### config.mk
export PLATFORM = sky130hd
export DESIGN_NAME = clock_monitor
export DESIGN_NICKNAME = d
export VERILOG_FILES = /design/src/rtl/clock_monitor_pkg.sv /design/src/rtl/sync_edge_detect.sv /design/src/rtl/clock_monitor.sv
export SDC_FILE = /design/constraint.sdc
export NUM_CORES = 1
export LEC_CHECK = 0
export CORE_ASPECT_RATIO = 0.75
export CORE_UTILIZATION = 30
export CTS_BUF_LIST = sky130_fd_sc_hd__clkbuf_4 sky130_fd_sc_hd__clkbuf_8
export DETAILED_ROUTE_END_ITERATION = 12
export GPL_TIMING_DRIVEN = 0
export PLACE_DENSITY_LB_ADDON = 0.25
export SLEW_MARGIN = 20
export SYNTH_ARGS = -nofsm -noshare
export SYNTH_HDL_FRONTEND = slang
export SYNTH_SLANG_ARGS = --single-unit
export TNS_END_PERCENT = 10
### constraint.sdc
create_clock -name clk_in -period 2.4 [get_ports clk_in]
set_input_delay 0.72 -clock clk_in [delete_from_list [all_inputs] [get_ports clk_in]]
set_output_delay 0.72 -clock clk_in [all_outputs]
set_load 0.05 [all_outputs]
### src/rtl/clock_monitor_pkg.sv
// Shared types and constants for the clock monitor and its users.
package clock_monitor_pkg;

    // Measurement FSM: IDLE waits for an arming edge, MEASURE times periods.
    typedef enum logic {
        IDLE    = 1'b0,
        MEASURE = 1'b1
    } state_t;

    // Default counter width and its saturation value.
    localparam int                       DEF_CNT_WIDTH = 16;
    localparam logic [DEF_CNT_WIDTH-1:0] CNT_MAX       = '1;

endpackage

### src/rtl/sync_edge_detect.sv
// Multi-stage synchronizer for an asynchronous level, followed by a history
// flop that turns transitions into single-cycle rise/fall pulses. Both edges
// see the same latency, so intervals measured between pulses are unbiased.
module sync_edge_detect #(
    parameter int SYNC_STAGES = 2
) (
    input  logic clk_in,
    input  logic rst,
    input  logic async_in,
    output logic level,
    output logic rise,
    output logic fall
);

    logic [SYNC_STAGES-1:0] r_sync;
    logic                   r_hist;

    // Shift the async input through the synchronizer, then into the history flop.
    always_ff @(posedge clk_in or negedge rst) begin
        if (!rst) begin
            r_sync <= '0;
            r_hist <= 1'b0;
        end else begin
            r_sync <= {r_sync[SYNC_STAGES-2:0], async_in};
            r_hist <= r_sync[SYNC_STAGES-1];
        end
    end

    assign level = r_sync[SYNC_STAGES-1];
    assign rise  = level & ~r_hist;
    assign fall  = ~level & r_hist;

endmodule

### src/rtl/clock_monitor.sv
// Measures period and high time of a slow asynchronous clock in clk_in
// cycles, and flags loss of that clock after TIMEOUT cycles without a rise.
module clock_monitor
    import clock_monitor_pkg::*;
#(
    parameter int CNT_WIDTH   = DEF_CNT_WIDTH,
    parameter int SYNC_STAGES = 2,
    parameter int TIMEOUT     = 1000
) (
    input  logic                 clk_in,
    input  logic                 rst,
    input  logic                 en,
    input  logic                 mon_clk,
    output logic [CNT_WIDTH-1:0] period,
    output logic [CNT_WIDTH-1:0] high_time,
    output logic                 valid,
    output logic                 clk_lost
);

    localparam logic [CNT_WIDTH-1:0] W_CNT_MAX = '1;
    localparam logic [CNT_WIDTH:0]   W_ONE     = {{CNT_WIDTH{1'b0}}, 1'b1};
    localparam logic [CNT_WIDTH:0]   W_TMO     = (CNT_WIDTH+1)'(TIMEOUT);

    logic                 w_unused_level;
    logic                 w_rise;
    logic                 w_fall;
    logic [CNT_WIDTH:0]   w_cnt_inc;
    logic [CNT_WIDTH-1:0] w_meas;
    logic                 w_timeout;

    logic [CNT_WIDTH-1:0] r_cnt;
    logic [CNT_WIDTH-1:0] r_hi_lat;
    logic [CNT_WIDTH-1:0] r_period;
    logic [CNT_WIDTH-1:0] r_high_time;
    logic                 r_valid;
    logic                 r_clk_lost;
    state_t               r_state;

    sync_edge_detect #(
        .SYNC_STAGES(SYNC_STAGES)
    ) u_sync (
        .clk_in  (clk_in),
        .rst     (rst),
        .async_in(mon_clk),
        .level   (w_unused_level),
        .rise    (w_rise),
        .fall    (w_fall)
    );

    // cnt+1 is kept one bit wider so a saturated counter never matches TIMEOUT.
    assign w_cnt_inc = {1'b0, r_cnt} + W_ONE;
    assign w_meas    = (r_cnt == W_CNT_MAX) ? W_CNT_MAX : w_cnt_inc[CNT_WIDTH-1:0];
    assign w_timeout = (w_cnt_inc == W_TMO);

    // Cycles since the last rise: cleared on rise or while disabled, saturating.
    always_ff @(posedge clk_in or negedge rst) begin
        if (!rst) begin
            r_cnt <= '0;
        end else if (!en || w_rise) begin
            r_cnt <= '0;
        end else if (r_cnt != W_CNT_MAX) begin
            r_cnt <= w_cnt_inc[CNT_WIDTH-1:0];
        end
    end

    // Arm on the first rise, then publish a measurement on every later rise;
    // a missing rise for TIMEOUT cycles flags loss and drops back to IDLE.
    always_ff @(posedge clk_in or negedge rst) begin
        if (!rst) begin
            r_state     <= IDLE;
            r_hi_lat    <= '0;
            r_period    <= '0;
            r_high_time <= '0;
            r_valid     <= 1'b0;
            r_clk_lost  <= 1'b0;
        end else begin
            r_valid <= 1'b0;
            if (!en) begin
                r_state <= IDLE;
            end else begin
                case (r_state)
                    IDLE: begin
                        if (w_rise) begin
                            r_state    <= MEASURE;
                            r_clk_lost <= 1'b0;
                        end else if (w_timeout) begin
                            r_clk_lost <= 1'b1;
                        end
                    end
                    MEASURE: begin
                        if (w_rise) begin
                            r_period    <= w_meas;
                            r_high_time <= r_hi_lat;
                            r_valid     <= 1'b1;
                        end else begin
                            if (w_fall) begin
                                r_hi_lat <= w_meas;
                            end
                            if (w_timeout) begin
                                r_clk_lost <= 1'b1;
                                r_state    <= IDLE;
                            end
                        end
                    end
                    default: r_state <= IDLE;
                endcase
            end
        end
    end

    assign period    = r_period;
    assign high_time = r_high_time;
    assign valid     = r_valid;
    assign clk_lost  = r_clk_lost;

endmodule

==> metrics.txt <==
# TYPE chip_impl_metric gauge
chip_impl_info{name="outcome",value="finished, final reports clean"} 1
chip_impl_info{name="slowest_stage",value="clkdlybuf4s50_1"} 1
chip_impl_info{name="highest_layer",value="met4"} 1
chip_impl_metric{name="via_to_cell_ratio",unit=""} 4.66
chip_impl_metric{name="dp.cells",unit=""} 481
chip_impl_metric{name="dieArea",unit="um^2"} 10500
chip_impl_metric{name="detailedRoute.firstPassIterationCount",unit=""} 4
chip_impl_metric{name="flip_flop_and_latch_count_after_synthesis",unit=""} 70
chip_impl_metric{name="synthesis.yosys.warnings",unit=""} 0
chip_impl_metric{name="worst_path_largest_cell_delay",unit="ps"} 820
chip_impl_info{name="critical_path.reg2reg.startpoint",value="r_cnt[1]"} 1
chip_impl_metric{name="antenna_violating_nets_post_route",unit=""} 0
chip_impl_metric{name="finalCoreUtilization",unit=""} 0.390
chip_impl_metric{name="grt_pass1_vias",unit=""} 2139
chip_impl_metric{name="placeableCoreArea",unit="um^2"} 9700
chip_impl_metric{name="timing.critical_path.arrival",unit="ps"} 1560
chip_impl_metric{name="drt-met1-wl",unit="um"} 3700
chip_impl_metric{name="final_min_period_over_clock_period",unit=""} 0.949
chip_impl_metric{name="cellLeakagePower",unit="uW"} 0.00168
chip_impl_info{name="final_common_cell",value="nand2_1"} 1
chip_impl_metric{name="final-seq-area",unit="um^2"} 1750
chip_impl_metric{name="hpwl",unit="um"} 5040
chip_impl_info{name="crit-reg2reg-capture",value="r_cnt[1]"} 1
chip_impl_metric{name="antenna_violations_before_repair",unit=""} 0
chip_impl_metric{name="globalRouteOverflowTotal",unit=""} 0
chip_impl_metric{name="period_minus_slack",unit="ps"} 2280
chip_impl_metric{name="cellPowerDensity",unit="nW/um^2"} 633
chip_impl_metric{name="timing.final.hold_violations",unit=""} 0
chip_impl_metric{name="r2r.worst_path.cells",unit=""} 8
chip_impl_info{name="cell_at_the_root_of_the_clock_tree",value="clkbuf_8"} 1
chip_impl_metric{name="wl_met3",unit="um"} 379
chip_impl_metric{name="fin_total_pwr",unit="uW"} 2390
chip_impl_metric{name="post-cts-setup-buffer-count",unit=""} 0
chip_impl_metric{name="initial_core_util",unit=""} 0.311
chip_impl_metric{name="drt_wl_total",unit="um"} 6940
chip_impl_metric{name="cts-buffers-inserted",unit=""} 9
chip_impl_metric{name="cap_violations",unit=""} 0
chip_impl_metric{name="fraction_of_layout_cells_with_a_size_suffix_above_1",unit=""} 0.0934
chip_impl_metric{name="number_of_standard_cell_rows_in_the_floorplan",unit=""} 31
chip_impl_metric{name="clock_latency",unit="ps"} 350
chip_impl_metric{name="drt_iter0_drc",unit=""} 119
chip_impl_metric{name="cts.htree.levels",unit=""} 3
chip_impl_metric{name="cts_hold_repair.buffers",unit=""} 0
chip_impl_metric{name="timing.critical_path.buf_inv",unit=""} 1
chip_impl_metric{name="cp_data_required_time",unit="ps"} 1680
chip_impl_metric{name="post_synth_instance_area",unit="um^2"} 3020
chip_impl_metric{name="r2r_slack",unit="ps"} 220
chip_impl_metric{name="fraction_of_the_yosys_area_taken_by_sequential_cells",unit=""} 0.580
chip_impl_metric{name="gp_congestion",unit=""} 0.832
chip_impl_metric{name="worst_slew_slack_as_a_fraction_of_its_limit",unit=""} 0.600
chip_impl_metric{name="worst_ir_drop_vdd",unit="mV"} 0.253
chip_impl_info{name="rsz0062_at_grt",value="no"} 1
chip_impl_metric{name="clock_tree.buffer_depth",unit=""} 2
chip_impl_metric{name="floorplan_die_height",unit="um"} 88.9
chip_impl_metric{name="antenna_cells_inserted",unit=""} 0
chip_impl_info{name="layout_common_cells",value="nand2_1 (86), dfrtp_1 (70), clkdlybuf4s50_1 (36), nor2_1 (33), o21ai_1 (18)"} 1
chip_impl_metric{name="grt_start_max_net_pins",unit=""} 47
chip_impl_info{name="criticalPathCategory",value="reg2out"} 1
chip_impl_metric{name="gr-usage-all-layers",unit=""} 0.144
chip_impl_metric{name="port-buffer-count",unit=""} 37
chip_impl_info{name="cpLargestDelayFamily",value="buffers and inverters"} 1
chip_impl_metric{name="drc",unit=""} 0
chip_impl_metric{name="timing_max_transition_violations_final",unit=""} 0
chip_impl_metric{name="multi_input_comb_area",unit="um^2"} 1150
chip_impl_metric{name="grt_pass1_wl",unit="um"} 11400
chip_impl_metric{name="fillers",unit=""} 997
chip_impl_metric{name="post_synth_edffs",unit=""} 0
chip_impl_metric{name="total_number_of_vias",unit=""} 2312
chip_impl_metric{name="wl_per_cell",unit="um"} 14.0
chip_impl_metric{name="asyncSetResetFlopFracSynth",unit=""} 1.00
chip_impl_info{name="critPathCaptureType",value="primary output"} 1
chip_impl_metric{name="syn_to_final_growth",unit="%"} 25.2
chip_impl_metric{name="finalClockSkew",unit="ps"} 12.2
chip_impl_metric{name="finalSetupTns",unit="ps"} 0
chip_impl_metric{name="final_cells",unit=""} 496
chip_impl_info{name="ys.flop_type",value="dfrtp_1"} 1
chip_impl_metric{name="synth.distinct_cells",unit=""} 45
chip_impl_info{name="critical_path.cell_chain",value="clkdlybuf4s50_1"} 1
chip_impl_info{name="setup.worst_path.start_class",value="flip-flop"} 1
chip_impl_metric{name="post_synth.cell_area_avg",unit="um^2"} 9.71
chip_impl_metric{name="dr_wl_met2",unit="um"} 2810
chip_impl_metric{name="max_freq",unit="MHz"} 439
chip_impl_metric{name="postCtsResizedCells",unit=""} 0
chip_impl_metric{name="die_x",unit="um"} 118
chip_impl_metric{name="clock_sinks",unit=""} 70
chip_impl_metric{name="syn-num-nets",unit=""} 316
chip_impl_metric{name="worst_slew_pin_slew",unit="ps"} 600
chip_impl_metric{name="cts.reportedPaths.clkPinSlew",unit="ps"} 80
chip_impl_metric{name="setup_viol",unit=""} 0
chip_impl_metric{name="fin_nets",unit=""} 365
chip_impl_metric{name="path_max_fanout",unit=""} 2
chip_impl_info{name="worstHoldPathType",value="in2async"} 1
chip_impl_info{name="cts_tree",value="done"} 1
chip_impl_metric{name="ios",unit=""} 38
chip_impl_metric{name="syn_inst",unit=""} 311
[cell type report]
cell class / count / area share
clock buffer: 14 / 0.0444
sequential: 70 / 0.464
clock inverter: 1 / 0.00795
timing repair buffer: 38 / 0.105
multi-input combinational: 219 / 0.305
inverter: 4 / 0.00397
buffer: 18 / 0.0268
tap: 132 / 0.0437
[flip-flops by register name, indices dropped and copies added, names as in the netlist]
name	cells
r_hi_lat	16
high_time	16
valid	1
u_sync.r_hist	1
u_sync.r_sync	2
period	16
r_state	1
r_cnt	16
clk_lost	1
[worst max path at each step]
stage               slack (ps)  depth (start not counted)            to  startpoint
global route                70                          8      r_cnt[1]    r_cnt[1]
global placement         -1780                          1  high_time[8]         rst
CTS                        110                          1     period[8]   period[8]
finish                     120                          1     period[8]   period[8]
floorplan                  530                          6       r_state    r_cnt[8]
detailed placement        -190                          6     period[8]          en
[cells by family after synthesis]
| kind of cell | count (synthesis) | synth area share |
|---|---|---|
| buffers and inverters | 22 | 0.0381 |
| DFF | 70 | 0.580 |
| muxes | 2 | 0.00663 |
| adders and majority gates | 1 | 0.00414 |
| xor gates and xnor gates | 14 | 0.0406 |
| and+or+nand+nor | 158 | 0.247 |
| AOI/OAI and AO/OA | 44 | 0.0833 |
[metrics by stage]
step / hold WS, ps / area (um^2) / setup WS, ps
final: 276 / 3780 / 121
after global routing: 287 / 3780 / 71.9
after CTS: 268 / 3780 / 106
after detailed placement: 340 / 3580 / -186
after global placement: 340 / 3550 / -1780
after floorplan: 331 / 3020 / 526
[where the power goes]
part           total [uW]  leakage (uW)  internal, uW  switching, uW
clock network         961      0.000104           550            410
logic                 202      0.000617          62.5            140
registers            1230      0.000962          1210           17.2
total                2390       0.00168          1830            568
[Yosys cell counts, drive strengths merged, types with 2 or more instances]
cell type / instances / area, um^2
and3: 4 / 31.3
and4: 2 / 20.0
buf: 7 / 57.5
clkbuf: 11 / 42.5
dfrtp: 70 / 1750
inv: 3 / 11.3
mux2i: 2 / 20.0
nand2: 86 / 323
nand3: 12 / 70.1
nand4: 4 / 40.0
nand4b: 2 / 17.5
nor2: 33 / 124
nor2b: 3 / 18.8
nor3: 3 / 15.0
nor4: 4 / 46.3
o21ai: 33 / 165
o31ai: 3 / 22.5
xnor2: 9 / 78.8
xor2: 5 / 43.8
[per-layer routing]
layer / global-route usage / up-vias
met5: 0 / -
met3: 0.0483 / 5
met2: 0.196 / 48
met4: 0.0420 / 0
li1: - / 1130
met1: 0.214 / 1129
Power figures use the tool's default switching activity.
==> RTL edit 1 (config.mk and constraints unchanged) <==
`DEF_CNT_WIDTH`: 16 -> 32.
--- a/src/rtl/clock_monitor_pkg.sv
+++ b/src/rtl/clock_monitor_pkg.sv
@@ -8,7 +8,7 @@
     } state_t;
 
     // Default counter width and its saturation value.
-    localparam int                       DEF_CNT_WIDTH = 16;
+    localparam int                       DEF_CNT_WIDTH = 32;
     localparam logic [DEF_CNT_WIDTH-1:0] CNT_MAX       = '1;
 
 endpackage
Ports: changed (resized high_time and period); port bits go from 38 to 70. No check against the original RTL was run, so the function may have changed too.
==> RTL edit 1 against the unedited design <==
- sequential cell count rose by 64
- design area increased by 110%
- the run now ends with setup timing left
- power increased by 90%
- routed wire length grew 130%
- sequential share of layout area is 4.1 points lower
- core utilization is 2.0 points higher
- clock skew rose by 7.3 ps
- synthesized area increased by 98%
- setup slack worse by 440 ps
==> RTL edit 1: results (changes against the unedited design) <==
Worst setup path
  – Worst-path fanout max: 7 (+5)
  – Slowest cell delay on critical path: 560 ps (-260 ps)
  – Slowest stage cell, crit path: or4b_1
  – Worst Reg-to-Reg Cells: 9 (+1)
  – Worst R2R Start: r_cnt[3]
  – Kind of critical path: reg -> reg
  – Critical Path AT: 3080 ps (+1520 ps)
  – Reg2reg end: clk_lost

Yosys
  – Share of the yosys chip area belonging to registers: 0.561 (-0.0189)
  – Area contributors post-synth: dfrtp_1, nand2_1, o21ai_0, nor2_1, xnor2_1
  – Cell variety after synth: 61 (+36%)
  – Post-synth ARST share: 1.00 (unchanged)
  – Synth warnings: 0 (unchanged)
  – Synth top cells by count: nand2_1, dfrtp_1, o21ai_0
  – Post-synth top flop: dfrtp_1
  – Synthesized area per cell: 9.32 sq um (-4.0%)
  – Syn_nets: 646 (+100%)

Global routing
  – Largest net degree at the start of global routing: 83 (+77%)
  – Global-route usage over all layers: 0.164 (+0.0196)
  – Vias in the first global route: 4608 (+120%)
  – First-pass GRT wire length: 26.0 mm (+130%)

Place
  – DP HPWL: 10.9 mm (+120%)
  – IO buf count: 69 (+86%)
  – GPL Wtd Cong: 0.804 (-3.4%)
  – DP Area: 7030 sq um (+96%)
  – Placed insts: 964 (+100%)

Drt
  – Post-detailed-routing wire length: 16.1 mm (+130%)
  – Detail-routed via count per cell: 4.81 (+3.2%)
  – DR iter-0 viols: 351 (+190%)
  – Vias: 4923 (+110%)

STA
  – Worst slew margin: 0.566 (-0.0339)
  – Clock Skew: 19.6 ps (+7.35 ps)
  – Final WS setup: -323 ps (-444 ps)
  – Final Setup Violations: 2 (+2)

Power
  – Leak: 3.79 nW (+130%)
  – Max VDD drop: 0.329 mV (+30%)

Cells and area
  – Filler cells: 1932 (+94%)
  – Share of cells above drive strength 1: 0.168 (+0.0741)
  – # nets final: 762 (+110%)

CTS
  – Clk_lat worst skew: 450 ps (+100 ps)
  – Num CTS Buffers: 17 (+8)
  – H-tree depth: 4 (+1)
  – Clock Tree Root: clkbuf_8

Status
  – Failing checks: setup timing
  – Outcome: finished, violations left
==> RTL edit 1: final cells by class <==
class	count	area (sq um)	share of cell area
Buffer	37	213	0.0267
Clock buffer	18	241	0.0304
Clock inverter	14	173	0.0217
Inverter	6	22.5	0.00283
Multi-Input combinational cell	462	2620	0.329
Sequential cell	134	3360	0.422
Tap cell	253	317	0.0398
Timing Repair Buffer	99	1010	0.127
==> RTL edit 1: where the power goes <==
part	switching, W	total, W	internal (W)	leakage, nW
combinational	0.000181	0.000254	0.0000725	1.73
clock	0.000932	0.00198	0.00105	0.208
sequential	0.0000215	0.00231	0.00229	1.85
==> RTL edit 1: worst min path at each step <==
| stage | start | to | slack [ps] | cells after the start |
|---|---|---|---|---|
| 4_1_cts | rst | high_time[1] | 170 | 1 |
| 5_1_grt | rst | high_time[1] | 180 | 1 |
| 3_3_place_gp | u_sync.r_sync[0] | u_sync.r_sync[1] | 330 | 0 |
| 2_1_floorplan | u_sync.r_sync[0] | u_sync.r_sync[1] | 330 | 0 |
| 6_report | rst | high_time[1] | 170 | 1 |
| 3_5_place_dp | u_sync.r_sync[0] | u_sync.r_sync[1] | 340 | 0 |
==> RTL edit 1: repair_timing <==
| item | in CTS | in global routing |
|---|---|---|
| endpoints found under the setup margin | 95 | 117 |
| pin swaps | 3 | 12 |
| setup buffers | 7 | 21 |
| gates resized for setup | 10 | 105 |
| cloned | 0 | 1 |
==> RTL edit 1: kinds of logic after synthesis <==
group           after synthesis  share of synthesized area
mux                           5                    0.00838
fa+ha+maj                     1                    0.00209
flops                       134                      0.561
xor+xnor                     24                     0.0352
compound gates               97                     0.0936
simple gates                335                      0.268
buf+inv                      45                     0.0312
==> RTL edit 1: worst max-delay path: cells and delay by family (launching register included) <==
family	cells	cell delay [ps]
xor+xnor	1	210
flops	1	390
buf+inv	2	250
compound gates	2	480
simple gates	4	1310
==> RTL edit 1: through the flow <==
stage               worst slack, ps  setup TNS (ps)
floorplan                     -81.9           -1240
global placement              -4910         -716640
detailed placement             -837          -63580
CTS                            -274           -2930
global route                   -398           -2080
finish                         -323            -455
==> RTL edit 1: metal layers <==
layer / vias to the layer above / track usage / part of all wire
met2: 117 / 0.210 / 0.39
met1: 2376 / 0.265 / 0.55
li1: 2414 / - / -
met4: 0 / 0.0372 / 0.0092
met3: 16 / 0.0451 / 0.046
met5: - / 0 / 0
==> RTL edit 2 (same flow settings) <==
Made on the original files. Put one more register stage on the output `period`. The value now appears one clock later. The other outputs are not delayed to match.
--- a/src/rtl/clock_monitor.sv
+++ b/src/rtl/clock_monitor.sv
@@ -108,7 +108,9 @@
         end
     end
 
-    assign period    = r_period;
+    always_ff @(posedge clk_in) begin
+        period <= r_period;
+    end
     assign high_time = r_high_time;
     assign valid     = r_valid;
     assign clk_lost  = r_clk_lost;
Check against the original RTL: not equivalent (a bounded check fails within 10 cycles, from zero or initial values and one cycle with rst low).
==> RTL edit 2 against the unedited design <==
- sequential share of layout area up 4.1 points
- highest routed layer unchanged
- synthesized area up 10%
- design area up 8.7%
- final cell count up 4.2%
- sequential cell count up 16
- critical path depth up 5
- critical path type is now in -> reg
- power up 15%
- clock skew down 4.0 ps
- setup slack better by 18 ps
- routed wire length up 8.2%
- count of clock-buffer cells in the layout down 5
==> RTL edit 2: results (changes against the unedited design) <==
Status
  – Outcome: complete, no violations

Cells and area
  – # nets final: 381 (+4.4%)
  – Filler cells: 1065 (+6.8%)
  – Cell Count, Final, Fillers Out: 517 (+4.2%)
  – Share of cells above drive strength 1: 0.0919 (-0.00154)

Yosys
  – Post-synth ARST share: 0.814 (-0.186)
  – Compound-Gate Fraction of Synth Area: 0.0754 (-0.00790)
  – Share of the yosys chip area belonging to registers: 0.621 (+0.0410)
  – Synthesized area per cell: 10.2 sq um (+5.1%)
  – Synth top cells by count: nand2_1, dfrtp_1, nor2_1, o21ai_0, dfxtp_1
  – Xor/xnor share of the synthesized area: 0.0368 (-0.00385)
  – Area share of fa/ha/maj cells after synthesis: 0.00375 (-0.000393)

Worst setup path
  – Worst-path fanout max: 10 (+8)
  – Worst Setup SP: en
  – Worst setup path endpoint: high_time[7]
  – Critical Path AT: 2560 ps (+1000 ps)
  – Reg2reg end: r_period[15]

Global routing
  – Global-route usage over all layers: 0.149 (+0.00449)
  – Met2 GRT Util: 0.196 (about the same)
  – M1 GR Usage: 0.222 (+0.00762)
  – Largest net degree at the start of global routing: 50 (+6.4%)
  – Met3 Usage GRT: 0.0488 (+0.000456)

Place
  – Pre-CTS setup slack: -368 ps (-182 ps)
  – DP Area: 3900 sq um (+9.0%)
  – DP HPWL: 5.49 mm (+8.9%)
  – Placed insts: 501 (+4.2%)

STA
  – Final worst path period need: 2260 ps (-18.3 ps)
  – Worst-Margin Slew: 528 ps (-71.1 ps)
  – Clock Skew: 8.25 ps (-3.98 ps)

Drt
  – Met2 wire length: 3.04 mm (+8.2%)
  – DRT met1 WL: 3.79 mm (+2.3%)
  – Vias: 2411 (+4.3%)
  – Metal3 WL: 592 microns (+56%)
  – DR iter-0 viols: 131 (+10%)

Power
  – Max VDD drop: 0.379 mV (+50%)
  – Leak: 1.82 nW (+7.9%)
==> RTL edit 2: layout make-up <==
class                      instances  area, sq um  share of cell area
clock buffer                       9          124              0.0302
clock inverter                     7         80.1              0.0195
timing repair buffer              38          395              0.0963
sequential                        86         2070               0.505
inverter                           4         15.0             0.00366
multi-input combinational        219         1150               0.279
buffer                            18          103              0.0250
tap                              136          170              0.0414
==> RTL edit 2: report_power, final <==
group | switching (W) | internal (W)
combinational | 0.000142 | 0.0000622
sequential | 0.0000197 | 0.00149
clock | 0.000553 | 0.000494
total | 0.000715 | 0.00204
==> RTL edit 2: worst min-delay path by stage <==
stage	slack, ps	startpoint	to	depth (start not counted)
after floorplan	330	u_sync.r_sync[0]	u_sync.r_sync[1]	0
after global placement	340	u_sync.r_sync[0]	u_sync.r_sync[1]	0
after detailed placement	340	u_sync.r_sync[0]	u_sync.r_sync[1]	0
after CTS	220	rst	r_period[2]	1
after global routing	230	rst	r_period[2]	1
final	240	rst	r_period[2]	1
